File: config.mk
export PLATFORM = sky130hd
export DESIGN_NAME = embcpu_nios2_qsys_0_oci_dct_packer
export DESIGN_NICKNAME = d
export VERILOG_FILES = /design/src/rtl/embcpu_nios2_qsys_0_oci_dct_pkg.sv /design/src/rtl/embcpu_nios2_qsys_0_oci_dct_frame_reg.sv /design/src/rtl/embcpu_nios2_qsys_0_oci_dct_packer.sv
export SDC_FILE = /design/constraint.sdc
export NUM_CORES = 1
export LEC_CHECK = 0
export CAP_MARGIN = 20
export CELL_PAD_IN_SITES_DETAIL_PLACEMENT = 1
export CELL_PAD_IN_SITES_GLOBAL_PLACEMENT = 1
export CORE_MARGIN = 1.5
export CORE_UTILIZATION = 40
export CTS_BUF_LIST = sky130_fd_sc_hd__clkbuf_8
export DETAILED_ROUTE_END_ITERATION = 10
export PLACE_DENSITY = 0.82
export SYNTH_ARGS = -nofsm -noshare
export SYNTH_HDL_FRONTEND = slang
export SYNTH_SLANG_ARGS = --single-unit
File: constraint.sdc
create_clock -name clk -period 2.3 [get_ports clk]
set_clock_uncertainty 0.1 [all_clocks]
set_input_delay 0.345 -clock clk [delete_from_list [all_inputs] [get_ports clk]]
set_output_delay 0.345 -clock clk [all_outputs]
set_load 0.01 [all_outputs]
File: src/rtl/embcpu_nios2_qsys_0_oci_dct_pkg.sv
// Shared constants and state encoding for the OCI debug-control-trace packer.
package embcpu_nios2_qsys_0_oci_dct_pkg;

  localparam int ENTRY_W     = 2;
  localparam int MAX_ENTRIES = 15;
  localparam int COUNT_W     = 4;
  localparam int DROP_W      = 8;
  localparam int DCT_BUF_W   = ENTRY_W * MAX_ENTRIES;

  localparam logic [COUNT_W-1:0] MAX_COUNT = COUNT_W'(MAX_ENTRIES);
  localparam logic [DROP_W-1:0]  DROP_MAX  = {DROP_W{1'b1}};

  // Trace code values produced by the CPU trace logic
  localparam logic [ENTRY_W-1:0] DCT_NT   = 2'b00;
  localparam logic [ENTRY_W-1:0] DCT_TK   = 2'b01;
  localparam logic [ENTRY_W-1:0] DCT_EXC  = 2'b10;
  localparam logic [ENTRY_W-1:0] DCT_SYNC = 2'b11;

  typedef enum logic [1:0] {
    ST_EMPTY = 2'd0,
    ST_ACCUM = 2'd1,
    ST_FULL  = 2'd2
  } dct_state_e;

endpackage

File: src/rtl/embcpu_nios2_qsys_0_oci_dct_frame_reg.sv
// One-deep valid/ready holding register for completed trace frames.
module embcpu_nios2_qsys_0_oci_dct_frame_reg
  import embcpu_nios2_qsys_0_oci_dct_pkg::*;
(
  input  logic                 clk,
  input  logic                 reset_n,
  input  logic                 load,
  input  logic [DCT_BUF_W-1:0] load_data,
  input  logic [COUNT_W-1:0]   load_count,
  input  logic                 ready,
  output logic                 valid,
  output logic [DCT_BUF_W-1:0] data,
  output logic [COUNT_W-1:0]   count,
  output logic                 free
);

  // The stage can take a new frame when empty or when its frame leaves this cycle
  assign free = !valid || ready;

  // Capture a new frame on load, otherwise retire the held one once accepted
  always_ff @(posedge clk or negedge reset_n) begin
    if (!reset_n) begin
      valid <= 1'b0;
      data  <= '0;
      count <= '0;
    end else if (load) begin
      valid <= 1'b1;
      data  <= load_data;
      count <= load_count;
    end else if (valid && ready) begin
      valid <= 1'b0;
    end
  end

endmodule

File: src/rtl/embcpu_nios2_qsys_0_oci_dct_packer.sv
// Packs 2-bit trace codes into 30-bit frames and hands them to trace storage.
module embcpu_nios2_qsys_0_oci_dct_packer
  import embcpu_nios2_qsys_0_oci_dct_pkg::*;
(
  input  logic                 clk,
  input  logic                 reset_n,
  input  logic                 trc_on,
  input  logic                 entry_valid,
  input  logic [ENTRY_W-1:0]   entry_code,
  input  logic                 flush,
  input  logic                 frame_ready,
  input  logic                 clear_overflow,
  output logic [DCT_BUF_W-1:0] dct_buffer,
  output logic [COUNT_W-1:0]   dct_count,
  output logic                 frame_valid,
  output logic [DCT_BUF_W-1:0] frame_data,
  output logic [COUNT_W-1:0]   frame_count,
  output logic                 overflow,
  output logic [DROP_W-1:0]    drop_count
);

  dct_state_e           state, state_nxt;
  logic [DCT_BUF_W-1:0] nb, buf_nxt;
  logic [COUNT_W-1:0]   nc, cnt_nxt;
  logic                 accept, drop, load, out_free;
  logic                 flush_req, flush_pending, flush_pending_nxt;

  // Post-accept buffer view, frame load decision and next state
  always_comb begin
    accept            = entry_valid && trc_on && (state != ST_FULL);
    drop              = entry_valid && trc_on && (state == ST_FULL);
    nb                = accept ? {dct_buffer[DCT_BUF_W-ENTRY_W-1:0], entry_code} : dct_buffer;
    nc                = accept ? dct_count + COUNT_W'(1) : dct_count;
    flush_req         = flush || flush_pending;
    load              = out_free && ((nc == MAX_COUNT) || (flush_req && (nc != '0)));
    buf_nxt           = nb;
    cnt_nxt           = nc;
    flush_pending_nxt = flush_req && (nc != '0);
    state_nxt         = ST_ACCUM;
    if (load) begin
      buf_nxt           = '0;
      cnt_nxt           = '0;
      flush_pending_nxt = 1'b0;
      state_nxt         = ST_EMPTY;
    end else if (nc == '0) begin
      state_nxt = ST_EMPTY;
    end else if (nc == MAX_COUNT) begin
      state_nxt = ST_FULL;
    end
  end

  // Live buffer, entry count, pending flush and state registers
  always_ff @(posedge clk or negedge reset_n) begin
    if (!reset_n) begin
      state         <= ST_EMPTY;
      dct_buffer    <= '0;
      dct_count     <= '0;
      flush_pending <= 1'b0;
    end else begin
      state         <= state_nxt;
      dct_buffer    <= buf_nxt;
      dct_count     <= cnt_nxt;
      flush_pending <= flush_pending_nxt;
    end
  end

  // Sticky overflow flag and saturating drop counter; a same-cycle drop beats a clear
  always_ff @(posedge clk or negedge reset_n) begin
    if (!reset_n) begin
      overflow   <= 1'b0;
      drop_count <= '0;
    end else if (drop) begin
      overflow <= 1'b1;
      if (clear_overflow) begin
        drop_count <= DROP_W'(1);
      end else if (drop_count != DROP_MAX) begin
        drop_count <= drop_count + DROP_W'(1);
      end
    end else if (clear_overflow) begin
      overflow   <= 1'b0;
      drop_count <= '0;
    end
  end

  embcpu_nios2_qsys_0_oci_dct_frame_reg u_frame_reg (
    .clk        (clk),
    .reset_n    (reset_n),
    .load       (load),
    .load_data  (nb),
    .load_count (nc),
    .ready      (frame_ready),
    .valid      (frame_valid),
    .data       (frame_data),
    .count      (frame_count),
    .free       (out_free)
  );

endmodule
[Yosys cells after proc, flatten, opt, wreduce, memory -nomap -nowiden]
Cells that the tools add are included.
Storage, ports and cells
  register bits: 81
  output and inout bits: 78
  word-level logic and storage cells: 47
Cells by class
  add/sub/neg operators: 2
  eq/ne operators: 4
  multiplexer cells: 16
  reduce and logical (&&, ||, !) cells: 16
Operators by type and width (count)
  $mux W30: 2
  $mux W8: 4
  $add A8 B1 Y8 const B: 1
  $mux W4: 2
  $ne A8 B8 Y1 const B: 1
  $logic_and A1 B1 Y1: 6
  $mux W2: 3
  $reduce_bool A2 Y1: 3
  $mux W1: 5
  $add A4 B1 Y4 const B: 1
  $eq A4 B4 Y1 const B: 1
  $logic_not A4 Y1: 1
  $reduce_bool A4 Y1: 1
  $logic_or A1 B1 Y1: 3
  $eq A2 B2 Y1 const B: 1
  $ne A2 B2 Y1 const B: 1
  $reduce_and A2 Y1: 1
  $logic_not A1 Y1: 1

[Depth between registers and ports, before layout]
  depth in word-level cells: 8
  mapped depth: 8
  gate-level depth less buffers: 6

[By module]
From an unflattened synthesis, not the netlist that was laid out.
Unflattened totals
  cell total of the unflattened synthesis: 288
  area, all modules: 4135.2 um^2
By module, submodules not included
  embcpu_nios2_qsys_0_oci_dct_packer: times used 1, cells an instance 213, area an instance 2683.8 um^2, sequential area each 1151.1 um^2
  embcpu_nios2_qsys_0_oci_dct_frame_reg: times used 1, cells an instance 75, area an instance 1451.4 um^2, sequential area each 875.8 um^2

[Worst setup path before layout]
OpenSTA, ideal clock, no wires.
  path type: register -> register
  start point: register dct_count[0]
  end point: register dct_buffer[12]
  data arrival time: 1.791 ns
  slack: 0.287 ns
  stages on the path, launching flop included: 9
  path buffers: 2
  clock period less this slack: 2.013 ns
  cells stage by stage: dfrtp_1 ha_1 xnor2_1 nor4_2 a31oi_2 a21oi_2 buf_6 buf_4 nor2_1
Between the ends
  longest elaborated chain between the ends: 7
RTL lines
  start: declaration: line embcpu_nios2_qsys_0_oci_dct_packer.sv:14  | output logic [COUNT_W-1:0] dct_count,
  start signal: assignment: line embcpu_nios2_qsys_0_oci_dct_packer.sv:62  | dct_count <= cnt_nxt;
  $add A4 B1 Y4: line embcpu_nios2_qsys_0_oci_dct_packer.sv:33  | nc = accept ? dct_count + COUNT_W'(1) : dct_count;
  $mux W4 (*): line embcpu_nios2_qsys_0_oci_dct_packer.sv:33
  $reduce_bool A4 Y1: line embcpu_nios2_qsys_0_oci_dct_packer.sv:35  | load = out_free && ((nc == MAX_COUNT) || (flush_req && (nc != '0)));
  $logic_and A1 B1 Y1: line embcpu_nios2_qsys_0_oci_dct_packer.sv:35
  $logic_or A1 B1 Y1 (*): line embcpu_nios2_qsys_0_oci_dct_packer.sv:35
  $logic_and A1 B1 Y1 (*): line embcpu_nios2_qsys_0_oci_dct_packer.sv:35
  $mux W30 (*): line embcpu_nios2_qsys_0_oci_dct_packer.sv:40  | if (load) begin
  named net buf_nxt[12]: line embcpu_nios2_qsys_0_oci_dct_packer.sv:23  | logic [DCT_BUF_W-1:0] nb, buf_nxt;
  end signal: assignment: line embcpu_nios2_qsys_0_oci_dct_packer.sv:61  | dct_buffer <= buf_nxt;
  end: declaration: line embcpu_nios2_qsys_0_oci_dct_packer.sv:13  | output logic [DCT_BUF_W-1:0] dct_buffer,
Mark *: on every way through the listed nets, which the timed path passes. The rest lies on a longest branch.
A chain may end at the register's enable or synchronous reset.

[Worst setup path after layout]
  start point: register dct_count[1]
  end point: register u_frame_reg.data[3]
Between the ends
  longest elaborated chain between the ends: 6
RTL lines
  $add A4 B1 Y4: line embcpu_nios2_qsys_0_oci_dct_packer.sv:33
  $mux W4 (*): line embcpu_nios2_qsys_0_oci_dct_packer.sv:33
  $reduce_bool A4 Y1: line embcpu_nios2_qsys_0_oci_dct_packer.sv:35
  $logic_and A1 B1 Y1: line embcpu_nios2_qsys_0_oci_dct_packer.sv:35
  $logic_or A1 B1 Y1 (*): line embcpu_nios2_qsys_0_oci_dct_packer.sv:35
  $logic_and A1 B1 Y1 (*): line embcpu_nios2_qsys_0_oci_dct_packer.sv:35
  end signal: assignment: line embcpu_nios2_qsys_0_oci_dct_frame_reg.sv:28  | data <= load_data;
  end: declaration: line embcpu_nios2_qsys_0_oci_dct_frame_reg.sv:12  | output logic [DCT_BUF_W-1:0] data,
Mark *: on every way between the ends. The rest lies on a longest branch, timed or not.

==> results.md <==
* Final Cycle Share at 96.6%
* Cell taking the most area after synthesis: dfrtp_1
* Hold_ws at 0.424 ns
* Sink Count at roughly 80
* Crit path time final at 2.22 ns
* Post-Place Cells at 486
* Total gr overflow at 0
* Worst reg2reg startpoint: dct_count[1]
* # IOs at 87
* GRT Total Usage at 19.6%
* Largest delay contributor family on the critical path: flip-flops
* Yosys warning total at 0
* Worst EP required at approximately 2.5 ns
* Cell area after layout at 4860 µm²
* Mux contribution to synthesized area at 18.0%
* Most used DFF post-synth: dfrtp_1
* Mean Syn Cell Area at 11.7 µm²
* MaxCap Viol Count at 0
* Synth Area in XOR/XNOR at 1.78%
* Slowest CP cell: dfrtp_2
* Clock transition at path regs at about 0.08 ns
* Arr. time, crit path at 2.38 ns
* Status: completed
* Largest family of logic cells by synthesized area: multiplexers
* DR WL/cell at 17.8 µm
* Via count at about 2600
* Simple-gate share of the synthesized area at 10.6%
* Area used by multi-input combinational logic at 1240 µm²
* Critical-path maximum fanout at 14
* Via density per instance at 5.02
* Share of the synthesized area in the top cell type at 58.7%
* CTS tree: done
* Clk root buf: clkbuf_8
* Worst r2r dst: u_frame_reg.data[3]
* Top post-synthesis cells by area: dfrtp_1, mux2i_1, nor2_1, inv_1, xor2_1
* Crit-path max cell delay at 0.46 ns
* Initial core utilization at 41.6%
* Complex-gate fraction of the synthesized area at 4.02%
* Slew @ Worst Pin at 0.606 ns
* Ys async rst share at between 90% and 100%
* Max Clk Rate at 0.450 GHz
* Vias in the first global route at between 2000 and 3000
* Static Leakage at around 2.2 nW
* Final hold vios at 0
* Sequential share of the synthesized area at between 50% and 60%
* Slew Viols, Final at 0
* Flop-to-flop setup slack at 0.08 ns
* TritonCTS Buffers at 9
* Mapped Area at 3450 µm²
* Register-to-Register Path Depth at 9
* Dpl cell area at roughly 4500 µm²
* Die ar. at 9200 µm²
* Peak supply drop at ~0.3 mV
* Area grow syn2layout at 40.9%
* Layout Utilization at around three fifths
* Antenna violations before repair at 0
* Top post-synthesis cells by count: dfrtp_1, mux2i_1, nor2_1
* I/O Buffers at 86
* Crit path cell chain: ha_2, xnor2_2, buf_4, nor4_2, a31oi_2, a21oi_4, buf_12, buf_8, mux2i_1
* EDFF count, synth at 0
* Yosys reg bits at 81
* Share of layout cells above drive strength 1 at 10.9%
* H-tree levels at 3
* Total routed wirelength at 9060 µm
* Hold path startpoint: u_frame_reg.data[23]
* Global-route wire length before repair at between 10000 and 15000 µm
* Setup Crit Path Kind: flop to flop
* Die Wd at 95.9 µm
* Post-Syn Instances at 295
* Final Non-Filler Cells at 509
* Core area at 8300 µm²
* Initial DRC Count at 75
* GPL Wtd Cong at between 0.7 and 0.8
* Syn_nets at around 310
* CP Capture Type: flop
* Hold path cells at 2
* Critical Path Start Type: flop
* Register area at 2030 µm²
* HPWL Detailed at 5900 µm
* Hold endpoint: u_frame_reg.data[23]
* Clk Latency, worst-skew pair at around 0.34 ns
* Die Ht at ~96 µm
* Post-Synth Adder-Cell Area at 0.725%
* Antenna cells at 0
* Worst rel slew slack at 59.6%
* Fillers at 845
* Max clock buf depth at 2
* Remaining antenna violation count after routing at 0
* Synth unique cells at 37
* Drt first pass iters at 4
* Nets at 410
* Most common cell in the netlist: dfrtp_1
* Pin count of the biggest net entering global routing at 48
* Setup violations, final at 0
* PwrDens at 898 nW/µm²
* Row Count at 33
* Buffers & Inverters on Critical Path at 3
* Worst hold path type: flop to flop
* Post-route DRC at 0
==> state kept, by name (all words and copies together), names as in the netlist <==
name	cells
dct_buffer	30
dct_count	4
drop_count	8
flush_pending	1
overflow	1
state	2
u_frame_reg.count	4
u_frame_reg.data	30
u_frame_reg.valid	1
==> where the power goes <==
part           switching (mW)  total, mW  leakage (nW)  internal [mW]
clock                   0.515       1.15         0.115          0.636
sequential              0.142       1.74          1.11           1.60
combinational           0.694       1.48         0.939          0.785
total                    1.35       4.37          2.16           3.02
==> timing repair <==
item,in CTS,in global routing
buffers inserted,0,4
endpoints found under the setup margin,0,36
endpoints found under the hold margin,46,0
hold buffers,1,0
gates resized for setup,0,8
==> tightest hold or removal path, cell delays in order, from the launching register on <==
cell	delay, ns
dfrtp_1	0.38
inv_1	0.05
mux2i_1	0.05
==> area by class of cell <==
class	count	share of cell area [%]
Sequential cell	81	41.7
Multi-Input combinational cell	167	25.6
Timing Repair Buffer	106	22.8
Clock buffer	10	2.83
Tap cell	105	2.70
Inverter	34	2.62
Clock inverter	6	1.72
==> cell usage in the layout (no fill, tap or decap), drive strengths merged <==
cell type      netlist  routed
a21oi                6       6
a2bb2oi              3       3
a31oi                2       2
and2                 1       1
and3                 3       3
and4                 1       1
and4b                1       1
buf                  9      18
bufinv               0       2
clkbuf               4      12
clkdlybuf4s50        0      85
clkinv               0       1
clkinvlp             0       1
dfrtp               81      81
dlygate4sd3          0       1
ha                   2       2
inv                 34      36
mux2i               62      62
nand2                6       6
nand2b               2       2
nand3                8       8
nand3b               2       2
nand4                2       2
nor2                43      43
nor2b                2       2
nor3                 1       1
nor3b                1       1
nor4                 2       2
o2111a               1       1
o2111ai              1       1
o21ai                5       5
o221ai               1       1
or2                  1       1
or3                  1       1
xnor2                2       2
xor2                 5       5
==> per-layer routing <==
metal / part of all wire (%) / track usage (%) / vias up
met5: 0 / 0 / -
met4: 0.96 / 5.64 / 0
met3: 6.1 / 6.64 / 8
met2: 52 / 34.6 / 61
met1: 41 / 22.5 / 1305
li1: - / - / 1180
==> per-stage QoR <==
stage / total power [mW] / setup TNS (ns) / worst slack (ns)
floorplan: 2.44 / 0 / 0.287
finish: 4.37 / 0 / 0.0788
detailed placement: 3.02 / -2.00 / -0.134
global placement: 2.97 / 0 / 0.0254
CTS: 4.20 / 0 / 0.0640
global route: 4.59 / -0.0842 / -0.0258
==> how the worst max path moves through the flow <==
stage                  from                   to  slack [ns]  depth (start not counted)
2_1_floorplan  dct_count[0]       dct_buffer[12]        0.29                          8
6_report       dct_count[1]  u_frame_reg.data[3]        0.08                          9
3_5_place_dp         trc_on  u_frame_reg.data[3]       -0.13                          7
3_3_place_gp    entry_valid  u_frame_reg.data[2]        0.03                          7
5_1_grt        dct_count[1]  u_frame_reg.data[4]       -0.03                          9
4_1_cts        dct_count[1]  u_frame_reg.data[3]        0.06                          7
==> cell families after synthesis <==
group / after synthesis
compound gates: 19
fa+ha+maj: 2
buf+inv: 47
mux: 62
xor+xnor: 7
flops: 81
simple gates: 77
(Power assumes the default switching activity.)
